File: config.mk
export PLATFORM = sky130hd
export DESIGN_NAME = css_mcu0_dmi_core_to_jtag_rsp_flat
export DESIGN_NICKNAME = d
export VERILOG_FILES = /design/src/rtl/css_mcu0_dmi_core_to_jtag_rsp_if.sv /design/src/rtl/css_mcu0_dmi_core_to_jtag_rsp.sv /design/src/flat_wrapper.sv
export SDC_FILE = /design/constraint.sdc
export NUM_CORES = 1
export LEC_CHECK = 0
export CAP_MARGIN = 10
export CORE_MARGIN = 4
export CORE_UTILIZATION = 25
export CTS_CLUSTER_SIZE = 8
export DETAILED_ROUTE_END_ITERATION = 7
export PLACE_DENSITY_LB_ADDON = 0.25
export SYNTH_ARGS = -nofsm -noshare
export SYNTH_HDL_FRONTEND = slang
export SYNTH_SLANG_ARGS = --single-unit
File: constraint.sdc
create_clock -name clk -period 3.2 [get_ports clk]
set_input_delay 0.48 -clock clk [delete_from_list [all_inputs] [get_ports clk]]
set_output_delay 0.48 -clock clk [all_outputs]
set_load 0.01 [all_outputs]
File: src/rtl/css_mcu0_dmi_core_to_jtag_rsp_if.sv
// rtl/css_mcu0_dmi_core_to_jtag_rsp_if.sv - request/response/handshake bundle between DMI core and JTAG side
interface css_mcu0_dmi_core_to_jtag_rsp_if;
    logic        reg_en;
    logic        reg_wr_en;
    logic        core_rsp_valid;
    logic [31:0] core_rsp_rdata;
    logic        core_rsp_err;
    logic        jtag_ack;
    logic        dmi_clr;
    logic        rsp_done;
    logic [31:0] rd_data;
    logic [1:0]  dmi_stat;
    logic        busy;

    modport master (
        output reg_en, reg_wr_en, core_rsp_valid, core_rsp_rdata, core_rsp_err, jtag_ack, dmi_clr,
        input  rsp_done, rd_data, dmi_stat, busy
    );

    modport slave (
        input  reg_en, reg_wr_en, core_rsp_valid, core_rsp_rdata, core_rsp_err, jtag_ack, dmi_clr,
        output rsp_done, rd_data, dmi_stat, busy
    );
endinterface

File: src/rtl/css_mcu0_dmi_core_to_jtag_rsp.sv
// rtl/css_mcu0_dmi_core_to_jtag_rsp.sv - collects a core response and hands it to the TCK domain with a 4-phase handshake
module css_mcu0_dmi_core_to_jtag_rsp #(
    parameter int unsigned TIMEOUT_CYCLES = 255
) (
    input logic                          clk,
    input logic                          rst_n,
    css_mcu0_dmi_core_to_jtag_rsp_if.slave dmi
);
    typedef enum logic [1:0] {IDLE, WAIT_CORE, DONE, WAIT_ACK_LOW} state_t;

    localparam logic [15:0] TIMEOUT_LAST = 16'(TIMEOUT_CYCLES - 1);

    state_t      state;
    state_t      state_nxt;
    logic        ack_meta;
    logic        ack_s;
    logic [15:0] cnt;
    logic        wr_q;
    logic        err_q;
    logic        ovr_q;
    logic [31:0] rd_q;
    logic        done_q;
    logic        accept;
    logic        fin_rsp;
    logic        fin_to;
    logic        ovr_set;

    always_ff @(posedge clk or negedge rst_n) begin
        if (!rst_n) begin
            ack_meta <= 1'b0;
            ack_s    <= 1'b0;
        end else begin
            ack_meta <= dmi.jtag_ack;
            ack_s    <= ack_meta;
        end
    end

    // A core response in the timeout cycle takes priority over the timeout.
    always_comb begin
        state_nxt = state;
        accept    = 1'b0;
        fin_rsp   = 1'b0;
        fin_to    = 1'b0;
        case (state)
            IDLE: begin
                if (dmi.reg_en && !ack_s) begin
                    state_nxt = WAIT_CORE;
                    accept    = 1'b1;
                end
            end
            WAIT_CORE: begin
                if (dmi.core_rsp_valid) begin
                    state_nxt = DONE;
                    fin_rsp   = 1'b1;
                end else if (cnt == TIMEOUT_LAST) begin
                    state_nxt = DONE;
                    fin_to    = 1'b1;
                end
            end
            DONE: begin
                if (ack_s) state_nxt = WAIT_ACK_LOW;
            end
            WAIT_ACK_LOW: begin
                if (!ack_s) state_nxt = IDLE;
            end
            default: state_nxt = IDLE;
        endcase
        ovr_set = dmi.reg_en && !accept;
    end

    always_ff @(posedge clk or negedge rst_n) begin
        if (!rst_n) begin
            state  <= IDLE;
            cnt    <= 16'h0;
            wr_q   <= 1'b0;
            err_q  <= 1'b0;
            ovr_q  <= 1'b0;
            rd_q   <= 32'h0;
            done_q <= 1'b0;
        end else begin
            state  <= state_nxt;
            done_q <= (state_nxt == DONE);
            if (accept) begin
                wr_q  <= dmi.reg_wr_en;
                cnt   <= 16'h0;
                err_q <= 1'b0;
            end else if (state == WAIT_CORE && cnt != 16'hFFFF) begin
                cnt <= cnt + 16'd1;
            end
            if (fin_rsp) begin
                err_q <= dmi.core_rsp_err;
                if (!wr_q) rd_q <= dmi.core_rsp_rdata;
            end else if (fin_to) begin
                err_q <= 1'b1;
                if (!wr_q) rd_q <= 32'h0;
            end
            // Set beats clear when both land in the same cycle.
            if (ovr_set) begin
                ovr_q <= 1'b1;
            end else if (dmi.dmi_clr) begin
                ovr_q <= 1'b0;
            end
        end
    end

    assign dmi.rsp_done = done_q;
    assign dmi.rd_data  = rd_q;
    assign dmi.dmi_stat = ovr_q ? 2'b11 : (err_q ? 2'b10 : 2'b00);
    assign dmi.busy     = (state != IDLE);
endmodule
File: src/flat_wrapper.sv
// flat-port wrapper written by rule: the top's interface ports become plain ports
module css_mcu0_dmi_core_to_jtag_rsp_flat 
#(
    parameter int unsigned TIMEOUT_CYCLES = 255
)
  (clk, rst_n, dmi_reg_en, dmi_reg_wr_en, dmi_core_rsp_valid, dmi_core_rsp_rdata, dmi_core_rsp_err, dmi_jtag_ack, dmi_dmi_clr, dmi_rsp_done, dmi_rd_data, dmi_dmi_stat, dmi_busy);
  css_mcu0_dmi_core_to_jtag_rsp_if dmi_i ();
  input logic clk;
  input logic rst_n;
  input wire logic [$bits(dmi_i.reg_en)-1:0] dmi_reg_en;
  input wire logic [$bits(dmi_i.reg_wr_en)-1:0] dmi_reg_wr_en;
  input wire logic [$bits(dmi_i.core_rsp_valid)-1:0] dmi_core_rsp_valid;
  input wire logic [$bits(dmi_i.core_rsp_rdata)-1:0] dmi_core_rsp_rdata;
  input wire logic [$bits(dmi_i.core_rsp_err)-1:0] dmi_core_rsp_err;
  input wire logic [$bits(dmi_i.jtag_ack)-1:0] dmi_jtag_ack;
  input wire logic [$bits(dmi_i.dmi_clr)-1:0] dmi_dmi_clr;
  output wire logic [$bits(dmi_i.rsp_done)-1:0] dmi_rsp_done;
  output wire logic [$bits(dmi_i.rd_data)-1:0] dmi_rd_data;
  output wire logic [$bits(dmi_i.dmi_stat)-1:0] dmi_dmi_stat;
  output wire logic [$bits(dmi_i.busy)-1:0] dmi_busy;
  assign dmi_i.reg_en = dmi_reg_en;
  assign dmi_i.reg_wr_en = dmi_reg_wr_en;
  assign dmi_i.core_rsp_valid = dmi_core_rsp_valid;
  assign dmi_i.core_rsp_rdata = dmi_core_rsp_rdata;
  assign dmi_i.core_rsp_err = dmi_core_rsp_err;
  assign dmi_i.jtag_ack = dmi_jtag_ack;
  assign dmi_i.dmi_clr = dmi_dmi_clr;
  assign dmi_rsp_done = dmi_i.rsp_done;
  assign dmi_rd_data = dmi_i.rd_data;
  assign dmi_dmi_stat = dmi_i.dmi_stat;
  assign dmi_busy = dmi_i.busy;
  css_mcu0_dmi_core_to_jtag_rsp #(.TIMEOUT_CYCLES(TIMEOUT_CYCLES)) u_core (.clk(clk), .rst_n(rst_n), .dmi(dmi_i));
endmodule
==> flow_summary_export.csv <==
group,metric,value,unit
global_routing,antenna_found_initial,0,
flow_run,cap_violations,0,
yosys,synth_compound_area_frac,0.2061,
placement,port_buffers,75,
pwr,seq_power_share,0.423,
floorplanning,pin_count,76,
pwr,combPwrFrac,0.444,
hold_path,hold_class,"input port to asynchronous set/reset pin",
timing,post-route-period-util,0.6553,
clock_network,cts.path.max_buffers,2,
yosys,syn_inst,272,
pwr,clock_power_share,0.133,
final_layout,fillers,1101,
final_layout,area_delta_synth_final,34.21,%
yosys,ys.flop_type,"dfrtp_1",
yosys,synth_commonest_cells,"dfrtp_1, inv_1, a22oi_1",
timing,tightest_slew,0.8238,ns
clock_network,cts_resized,0,
pwr,total_leakage_power,1.617,nW
timing,hold_violations,0,
timing,max_freq,476.9,MHz
timing,relSlewSlack,0.4484,
setup_path,cp_slowest_cell,"nor2_4",
setup_path,path_buf_inv,1,
setup_path,start_kind,"flip-flop",
setup_path,r2r_slack,1.10,ns
routing,firstDrtPassIters,5,
floorplanning,die_h,112.2,um
yosys,synthesis.nets,314,
timing,finalSetupTns,0,ns
clock_network,post-cts-setup-buffers,0,
timing,clock-skew-final,0.01290,ns
global_routing,gr-total-overflow,0,
status,status,"finished clean",
timing,drv_slew,0,
pwr,power,2.761,mW
clock_network,cts_sinks,56,
final_layout,nNetsFinal,384,
final_layout,num_antenna_cells,0,
pwr,p_int,1.790,mW
yosys,ys_seq_area_frac,0.5164,
yosys,synth_top_area_cell,"dfrtp_1",
pwr,switching_share,0.3516,
setup_path,crit_family,"simple AND/OR/NAND/NOR gates",
floorplanning,start_util,0.2594,
setup_path,crit_arrival,2.31,ns
final_layout,drive_above_1_share,0.07310,
yosys,async_flop_share,1.000,
yosys,netlist_area,0.002714,mm2
pwr,p_sw,971.1,uW
setup_path,critPathRequiredTime,3.42,ns
setup_path,reg2reg_depth,5,
final_layout,utilization,0.3481,
setup_path,startpoint,"u_core.state[1]",
setup_path,worstReg2RegStart,"u_core.state[1]",
setup_path,crit_fanout,33,
clock_network,clockRootBuffer,"clkbuf_8",
floorplanning,core.rowCount,37,
timing,period_minus_slack,2.097,ns
yosys,synth_xor_area_frac,0,
global_routing,grt_pass1_vias,2171,
yosys,synthMuxAreaShare,0.02951,
yosys,synth.area.top_cells,"dfrtp_1, a22oi_1, o21ai_0, inv_1, mux2i_1",
yosys,synth_cell_types,44,
yosys,synth_edf_count,0,
floorplanning,die_x,112.2,um
clock_network,clk_latency,0.31,ns
global_routing,grt_max_degree,37,
routing,wl,6582,um
timing,rsz0062_at_grt,"no",
yosys,ys_ff_latch,56,
timing,setup_violations,0,
setup_path,crit_type,"flip-flop to flip-flop",
global_routing,grt_first_pass_wirelength,10890,um
routing,drtIter0Drc,156,
yosys,synth_fa_ha_area_frac,0.009221,
clock_network,numCtsBuffers,5,
yosys,yosys.area_share.simple,0.1568,
pwr,ir_drop,0.0003442,V
yosys,synth_most_common_cell,"dfrtp_1",
clock_network,hold_buffers,0,
clock_network,htreeDepth,2,
yosys,synth_top_family_by_area,"compound AO/OA/AOI/OAI gates",
floorplanning,core,0.01046,mm2
routing,avgRoutedWirePerCell,13.77,um
routing,vias,2248,
setup_path,setup.worst_path.end_class,"flip-flop",
routing,ant_nets,0,
setup_path,reg2reg_to,"u_core.dmi.rd_data[26]",
setup_path,cp_cell_sequence,"or3b_1 > buf_4 > nor2_4 > a22oi_1 > o21ai_0",
placement,dp_hpwl,4682,um
clock_network,cts_tree,"built",
yosys,syn_area_per_cell,9.977,um2
placement,place_area,0.003561,mm2
clock_network,clkTransAtPathRegs,0.10,ns
placement,globalplace.congestion,0.7935,
yosys,ys_warn_count,0,
routing,drc,0,
final_layout,stdcell_area,0.003642,mm2
routing,via_per_inst,4.703,
yosys,synth_top_area_share,0.5164,
setup_path,crit_path_max_incr_delay,0.60,ns
global_routing,grt_use_total,0.1038,
floorplanning,die-area,0.01259,mm2
pwr,power_density,758.2,mW/mm2
placed cells by master (no fill, tap or decap), drive strengths merged, types with 2 or more instances in the layout:
master and instances:
nor4 2, or2 2, and4 4, or3 3, or4 6, clkbuf 5
a22o 2, buf 4, a22oi 32, o21ai 37, ha 2, clkdlybuf4s50 74
dfrtp 56, mux2i 8, and3 4, nand4 2, nand2b 2, inv 35
nor3b 2, nor3 4, nand2 20, nor2 3, nand3 8, a21oi 9
o31ai 6
area by class of cell:
cell class	instances	area, um2	area share
clock buffers	5	68.82	0.01889
clock inverters	2	12.51	0.003435
inverters	35	131.4	0.03607
multi-input cells	166	1090	0.2992
flip-flops and latches	56	1401	0.3847
well taps	136	170.2	0.04672
repair buffers	78	768.2	0.2109
power groups by stage:
stage / sequential (mW) / clock [mW] / combinational (mW)
CTS: 1.17 / 0.390 / 1.25
floorplan: 1.23 / 0 / 0.582
global placement: 1.18 / 0 / 1.24
detailed placement: 1.19 / 0 / 1.25
finish: 1.17 / 0.368 / 1.22
global route: 1.22 / 0.409 / 1.37
state kept, by name, indices dropped and copies added, names as in the netlist:
signal / flops
u_core.err_q: 1
u_core.ack_meta: 1
u_core.wr_q: 1
u_core.cnt: 16
u_core.dmi.rd_data: 32
u_core.dmi.rsp_done: 1
u_core.ack_s: 1
u_core.ovr_q: 1
u_core.state: 2
through the flow:
step           std cells  hold WS, ns  setup slack, ns
6_report             478       0.2581            1.103
2_1_floorplan        272       0.1844            1.479
4_1_cts              478       0.2853            1.068
5_1_grt              478       0.3137           0.8572
3_5_place_dp         471       0.3395           0.9133
3_3_place_gp         471       0.3346           0.9419
cells by family after synthesis:
kind of cell,after synthesis
buffers and inverters,50
and+or+nand+nor,68
AOI/OAI and AO/OA,88
adders and majority gates,2
DFF,56
muxes,8
layer usage:
layer,track usage,share of wire
met5,0,0
met4,0.03285,0.011
met3,0.02372,0.074
met2,0.1641,0.45
met1,0.1414,0.47
worst max path at each step:
stage	end	slack [ns]	cells after the start
after floorplan	u_core.cnt[7]	1.48	6
after global placement	u_core.err_q	0.94	5
after detailed placement	u_core.err_q	0.91	5
after CTS	u_core.dmi.rd_data[26]	1.07	5
after global routing	u_core.dmi.rd_data[30]	0.86	5
final	u_core.dmi.rd_data[26]	1.10	5
Note: power is estimated with default switching activity, not from simulation.
